File: src/rtl/freq_gen_pkg.sv
// Shared types and helpers for the fractional-rate square-wave generator.
package freq_gen_pkg;

  typedef enum logic [1:0] {
    IDLE = 2'd0,
    RUN  = 2'd1,
    PEND = 2'd2
  } state_t;

  // Accumulator width: must hold acc + step, which is below 2*REF_CLK_FREQ
  function automatic int unsigned acc_width(input int unsigned ref_freq);
    return $clog2(2 * longint'(ref_freq));
  endfunction

  // Highest output frequency representable: one toggle per reference cycle
  function automatic int unsigned max_freq(input int unsigned ref_freq);
    return ref_freq / 2;
  endfunction

  // Saturate a requested frequency at the representable limit
  function automatic logic [63:0] clamp_freq(input logic [63:0] freq,
                                             input logic [63:0] limit);
    return (freq > limit) ? limit : freq;
  endfunction

endpackage

File: src/rtl/freq_gen_acc.sv
// Phase accumulator modulo REF_CLK_FREQ; flags a toggle whenever it wraps.
module freq_gen_acc #(
  parameter int unsigned REF_CLK_FREQ = 100_000_000,
  parameter int unsigned ACC_W        = 28
) (
  input  logic             clk_i,
  input  logic             rst_n,
  input  logic [ACC_W-1:0] step,
  input  logic             run,
  input  logic             clr,
  output logic             toggle,
  output logic [ACC_W-1:0] acc
);

  localparam logic [ACC_W:0] MODULUS = (ACC_W + 1)'(REF_CLK_FREQ);

  logic [ACC_W:0] sum;

  assign sum    = {1'b0, acc} + {1'b0, step};
  assign toggle = run && (sum >= MODULUS);

  // Advance phase by step; wrap by the modulus so no rounding error accumulates
  always_ff @(posedge clk_i or negedge rst_n) begin
    if (!rst_n) begin
      acc <= '0;
    end else if (clr) begin
      acc <= '0;
    end else if (run) begin
      if (toggle) begin
        acc <= ACC_W'(sum - MODULUS);
      end else begin
        acc <= sum[ACC_W-1:0];
      end
    end
  end

endmodule

File: src/rtl/rst_sync.sv
// Reset synchronizer: asserts asynchronously, deasserts after two clock edges.
module rst_sync (
  input  logic clk_i,
  input  logic rst_n_i,
  output logic rst_n_o
);

  logic [1:0] sync;

  // Shift a one through two flops so release is aligned to clk_i
  always_ff @(posedge clk_i or negedge rst_n_i) begin
    if (!rst_n_i) begin
      sync <= 2'b00;
    end else begin
      sync <= {sync[0], 1'b1};
    end
  end

  assign rst_n_o = sync[1];

endmodule

File: src/rtl/freq_gen.sv
// Fractional-rate square-wave generator. Produces clk_o with an average
// frequency of exactly cur_freq Hz from a REF_CLK_FREQ reference. Frequency
// updates arrive over valid/ready and are applied at a clk_o falling edge.
// Optional build macro FREQ_GEN_PULSE_CNT_EN adds the emitted-period counter
// on pulse_cnt_o; without it pulse_cnt_o is tied to zero.
module freq_gen
  import freq_gen_pkg::*;
#(
  parameter int unsigned REF_CLK_FREQ = 100_000_000,
  parameter int unsigned FREQ_WIDTH   = 32
) (
  input  logic                  clk_i,
  input  logic                  rst_n_i,
  input  logic                  en_i,
  input  logic [FREQ_WIDTH-1:0] freq_i,
  input  logic                  freq_valid_i,
  output logic                  freq_ready_o,
  output logic                  clk_o,
  output logic                  stb_o,
  output logic                  clamp_o,
  output logic [31:0]           pulse_cnt_o
);

  localparam int unsigned           ACC_W = acc_width(REF_CLK_FREQ);
  localparam logic [FREQ_WIDTH-1:0] MAX_F = FREQ_WIDTH'(max_freq(REF_CLK_FREQ));

  logic                  rst_n;
  state_t                state;
  logic [FREQ_WIDTH-1:0] cur_freq;
  logic [FREQ_WIDTH-1:0] pend_freq;
  logic [FREQ_WIDTH-1:0] freq_clamped;
  logic                  freq_over;
  logic                  accept;
  logic                  run;
  logic                  clr;
  logic                  toggle;
  logic                  rise;
  logic [ACC_W-1:0]      step;
  logic [ACC_W-1:0]      acc_phase;

  rst_sync u_rst_sync (
    .clk_i   (clk_i),
    .rst_n_i (rst_n_i),
    .rst_n_o (rst_n)
  );

  assign accept       = freq_valid_i && freq_ready_o;
  assign freq_over    = freq_i > MAX_F;
  assign freq_clamped = FREQ_WIDTH'(clamp_freq(64'(freq_i), 64'(MAX_F)));
  assign run          = en_i && (state != IDLE);
  assign clr          = (state == IDLE);
  // Two toggles per output period, so the phase step is twice the frequency
  assign step         = ACC_W'({cur_freq, 1'b0});
  assign rise         = toggle && !clk_o;

  freq_gen_acc #(
    .REF_CLK_FREQ (REF_CLK_FREQ),
    .ACC_W        (ACC_W)
  ) u_acc (
    .clk_i  (clk_i),
    .rst_n  (rst_n),
    .step   (step),
    .run    (run),
    .clr    (clr),
    .toggle (toggle),
    .acc    (acc_phase)
  );

  // Control FSM: handshake, deferred frequency update and registered outputs
  always_ff @(posedge clk_i or negedge rst_n) begin
    if (!rst_n) begin
      state        <= IDLE;
      cur_freq     <= '0;
      pend_freq    <= '0;
      clk_o        <= 1'b0;
      stb_o        <= 1'b0;
      clamp_o      <= 1'b0;
      freq_ready_o <= 1'b1;
    end else begin
      stb_o <= 1'b0;
      if (accept) begin
        clamp_o <= freq_over;
      end
      if (!en_i) begin
        // Disabled: park low, drop any pending update, keep cur_freq
        state        <= IDLE;
        clk_o        <= 1'b0;
        freq_ready_o <= 1'b1;
        if (accept) begin
          cur_freq <= freq_clamped;
        end
      end else begin
        if (toggle) begin
          clk_o <= ~clk_o;
        end
        stb_o <= rise;
        unique case (state)
          IDLE: begin
            if (accept) begin
              cur_freq <= freq_clamped;
            end
            freq_ready_o <= 1'b1;
            state        <= RUN;
          end
          RUN: begin
            if (accept) begin
              pend_freq    <= freq_clamped;
              freq_ready_o <= 1'b0;
              state        <= PEND;
            end
          end
          PEND: begin
            // Swap rate only as clk_o falls, or at once if the output is frozen
            if ((toggle && clk_o) || (cur_freq == '0)) begin
              cur_freq     <= pend_freq;
              freq_ready_o <= 1'b1;
              state        <= RUN;
            end
          end
          default: begin
            state <= IDLE;
          end
        endcase
      end
    end
  end

`ifdef FREQ_GEN_PULSE_CNT_EN
  logic [31:0] pulse_cnt;

  // Count emitted periods; wraps naturally and restarts whenever idle
  always_ff @(posedge clk_i or negedge rst_n) begin
    if (!rst_n) begin
      pulse_cnt <= '0;
    end else if (state == IDLE) begin
      pulse_cnt <= '0;
    end else if (rise) begin
      pulse_cnt <= pulse_cnt + 32'd1;
    end
  end

  assign pulse_cnt_o = pulse_cnt;
`else
  assign pulse_cnt_o = '0;
`endif

  // The wrapped phase must always stay strictly below the modulus
  acc_in_range: assert property (@(posedge clk_i) disable iff (!rst_n)
    acc_phase < ACC_W'(REF_CLK_FREQ));

endmodule

File: config.mk
export PLATFORM = sky130hd
export DESIGN_NAME = freq_gen
export DESIGN_NICKNAME = d
export VERILOG_FILES = /design/src/rtl/freq_gen_pkg.sv /design/src/rtl/freq_gen_acc.sv /design/src/rtl/rst_sync.sv /design/src/rtl/freq_gen.sv
export SDC_FILE = /design/constraint.sdc
export NUM_CORES = 1
export LEC_CHECK = 0
export CORE_AREA = 8 8 120 122
export DETAILED_ROUTE_END_ITERATION = 10
export DIE_AREA = 0 0 128 130
export HOLD_SLACK_MARGIN = 0.12
export PLACE_DENSITY = 0.77
export SYNTH_ARGS = -nofsm -noshare
export SYNTH_HDL_FRONTEND = slang
export SYNTH_HIERARCHICAL = 1
export SYNTH_SLANG_ARGS = --single-unit
File: constraint.sdc
create_clock -name clk_i -period 4 [get_ports clk_i]
set_clock_uncertainty 0.2 [all_clocks]
set_input_delay 0.8 -clock clk_i [delete_from_list [all_inputs] [get_ports clk_i]]
set_output_delay 0.8 -clock clk_i [all_outputs]
set_load 0.1 [all_outputs]
==> flow_summary.ini <==
[setup_path]
reg2reg_from = cur_freq[1]
worst-path-max-fanout = 8
reg2reg_depth = 18
path_class = reg -> reg
r2r-end = cur_freq[17]
cp-end-kind = register
worst_setup_path_start_kind = register
r2r_setup_slack_ps = -860
critPathArrivalTime_ps = 4890
crit_required_ps = 4030

[route]
wirelength_um = 20940
drt_iter0_drc = 572
num_vias = 6604
firstDrtPassIters = 8
vias_per_cell = 5.998
drc = 0
avgRoutedWirePerCell_um = 19.02
drtAntennaViolNets = 0

[final_layout]
final_nets = 995
area_delta_synth_final_pct = 32.67
final_layout_size_suffix_gt1_share_pct = 26.16
fillers = 849
diodes = 0
fin_cells = 1101
fin_area_mm2 = 0.008937
fin_util_pct = 71.99

[global_routing]
grt_pass1_vias = 6495
grt_pass1_wl_um = 32350
grt_max_degree = 74
grt_use_total_pct = 24.13
grt_antenna_before_repair = 0
overflow = 0

[timing]
fin_crit_sh_pct = 121.5
slew_viol_final = 0
setup_violations = 56
hold_viol_final = 0
rsz0062_at_grt = yes
fin_ws_ps = -860.4
fmax_mhz = 205.7
fin_crit_ps = 4860
slew-limit-headroom_pct = 34.83
worstMarginPinSlew_ps = 974.4

[cts]
cts_hold_buffers = 0
cts.sinks = 100
clkTransAtPathRegs_ps = 70
clk_path_buf_depth = 2
cts_tree = done
cts_buffers = 9
cts_root_buf = clkbuf_16
htreeDepth = 3
clkLatencyLatePin_ps = 340

[placement]
dp_hpwl_um = 14760
dp.cells = 1065
io_buffers = 39
place_area_mm2 = 0.008233
dp_slack_ps = -853.4
gp_congestion = 0.9567

[floorplanning]
die_h_um = 130
die_area_mm2 = 0.01664
initial_core_util_pct = 54.26
die_w_um = 128
io_pins = 72
coreArea_mm2 = 0.01241
row_count = 41

[synth]
synth_edf_count = 0
ys_warn_count = 6
async_flop_share_pct = 100.0
yosysTopAreaCell = dfrtp_1
synth_area_mm2 = 0.006736
ys_types = 81
ys.flop_type = dfrtp_1
synth.yosys.seq_area_share_pct = 37.17
synth.area.top_cells = dfrtp_1 (37%), ha_1 (6.3%), buf_4 (3.8%), nor2_1 (3.5%), nand2_1 (3.4%)
syn_inst = 737
synth_top_area_share_pct = 36.78
avgSynthCellArea_um2 = 9.140
ys_ff_latch = 100

[worst_hold_path]
hp-class = reg -> reg
whs_endpoint = u_rst_sync/sync[1]
min-delay-start = u_rst_sync/sync[0]
min_path_cells = 0

[power_and_ir_drop]
power_uw = 6901
power_leakage_uw = 0.004241
power_density_mw_per_mm2 = 772.2
peakVddDrop_uv = 512.8

[flow_run]
max-cap-violations = 0

[outcome]
outcome = finished, violations left
violations = setup timing
==> state kept, by name, indices dropped and copies added (netlist names) <==
register         flops
stb_o                1
clamp_o              1
cur_freq            32
u_acc/acc           28
clk_o                1
freq_ready_o         1
state                2
pend_freq           32
u_rst_sync/sync      2
==> cells in the final DEF (no fill, tap or decap), types with 6 or more instances in the layout <==
| master | count |
|---|---|
| clkbuf_16 | 9 |
| conb_1 | 34 |
| o21ai_1 | 11 |
| a31oi_1 | 7 |
| dfrtp_1 | 98 |
| nor4_1 | 11 |
| a221o_1 | 15 |
| nand4_1 | 14 |
| a21oi_1 | 35 |
| a21o_1 | 13 |
| and3_1 | 7 |
| nand3_1 | 16 |
| nor2_1 | 61 |
| a22oi_1 | 11 |
| ha_1 | 31 |
| inv_1 | 48 |
| a222oi_1 | 11 |
| a211oi_1 | 6 |
| mux2i_1 | 11 |
| xnor2_1 | 10 |
| or3_1 | 7 |
| clkdlybuf4s50_1 | 39 |
| nand2_1 | 60 |
| buf_4 | 155 |
| a211o_1 | 7 |
| and2_1 | 14 |
| nor3_1 | 6 |
| o21ai_0 | 16 |
| xor2_1 | 9 |
| a22o_1 | 20 |
==> worst max-delay path, cell delays in order, from the launching register on <==
cell	delay [ps]
dfrtp_1	410
ha_4	250
buf_4	150
o211ai_1	290
o21ai_2	100
a21o_1	200
xnor2_2	260
ha_4	170
nand2_1	40
or4_1	450
or3_1	330
o41ai_2	240
a31oi_1	170
o31a_1	320
nor2_4	130
and2_4	190
a21oi_4	50
mux2_2	380
a222oi_1	370
==> what timing repair did <==
item | 4_1_cts | 5_1_grt
setup endpoints to repair | 57 | 57
buffers inserted | 4 | 14
endpoints found under the hold margin | 0 | 0
gates cloned | 3 | 1
gates resized for setup | 17 | 30
pin swaps | 10 | 17
==> cell usage after synthesis (15+ instances only) <==
cell and count:
a21oi_1 37, a221o_1 15, a22o_1 20, and2_1 15, buf_4 34, clkbuf_1 17, dfrtp_1 99, ha_1 34
inv_1 50, nand2_1 61, nand3_1 17, nor2_1 63, o21ai_0 19
==> how the worst max path moves through the flow <==
stage / start / to / depth (start not counted)
after global placement: cur_freq[1] / cur_freq[0] / 17
after detailed placement: u_acc/acc[1] / cur_freq[13] / 20
after CTS: u_acc/acc[1] / cur_freq[20] / 20
final: cur_freq[1] / cur_freq[17] / 18
after global routing: u_acc/acc[1] / cur_freq[20] / 20
after floorplan: cur_freq[0] / cur_freq[1] / 22
==> routing by layer <==
| layer | share of wire, % | up-vias | GRT usage [%] |
|---|---|---|---|
| li1 | - | 3055 | - |
| met1 | 41 | 3197 | 30.86 |
| met2 | 49 | 315 | 41.51 |
| met3 | 7.7 | 37 | 3.468 |
| met4 | 2.1 | 0 | 7.343 |
| met5 | 0 | - | 0 |
==> final cells by class <==
cell class / instances / area (µm²) / share of cell area (%)
multi-input cells: 561 / 4061 / 45.44
flip-flops and latches: 100 / 2507 / 28.06
repair buffers: 202 / 1670 / 18.69
clock buffers: 10 / 239.0 / 2.674
well taps: 172 / 215.2 / 2.408
inverters: 50 / 187.7 / 2.100
clock inverters: 6 / 56.30 / 0.6300
==> power breakdown <==
group | switching [µW] | internal (µW) | total, µW
clock network | 403 | 451 | 854
registers | 94.3 | 1120 | 1220
logic | 2620 | 2210 | 4830
total | 3110 | 3790 | 6900
==> stage by stage <==
step           TNS, ps  hold slack, ps
3_3_place_gp    -24190           144.7
5_1_grt         -42510           173.1
3_5_place_dp    -32560           145.6
2_1_floorplan   -24980           131.2
4_1_cts         -33060           172.2
6_report        -34570           167.3
==> cells by family after synthesis <==
kind of cell | after synthesis | synth area share, %
xor gates and xnor gates | 24 | 3.232
buffers and inverters | 111 | 8.414
DFF | 100 | 37.17
other | 2 | 0.1115
and+or+nand+nor | 237 | 17.89
AOI/OAI and AO/OA | 215 | 24.61
adders and majority gates | 35 | 6.612
muxes | 13 | 1.969
Note: power is estimated with default switching activity, not from simulation.
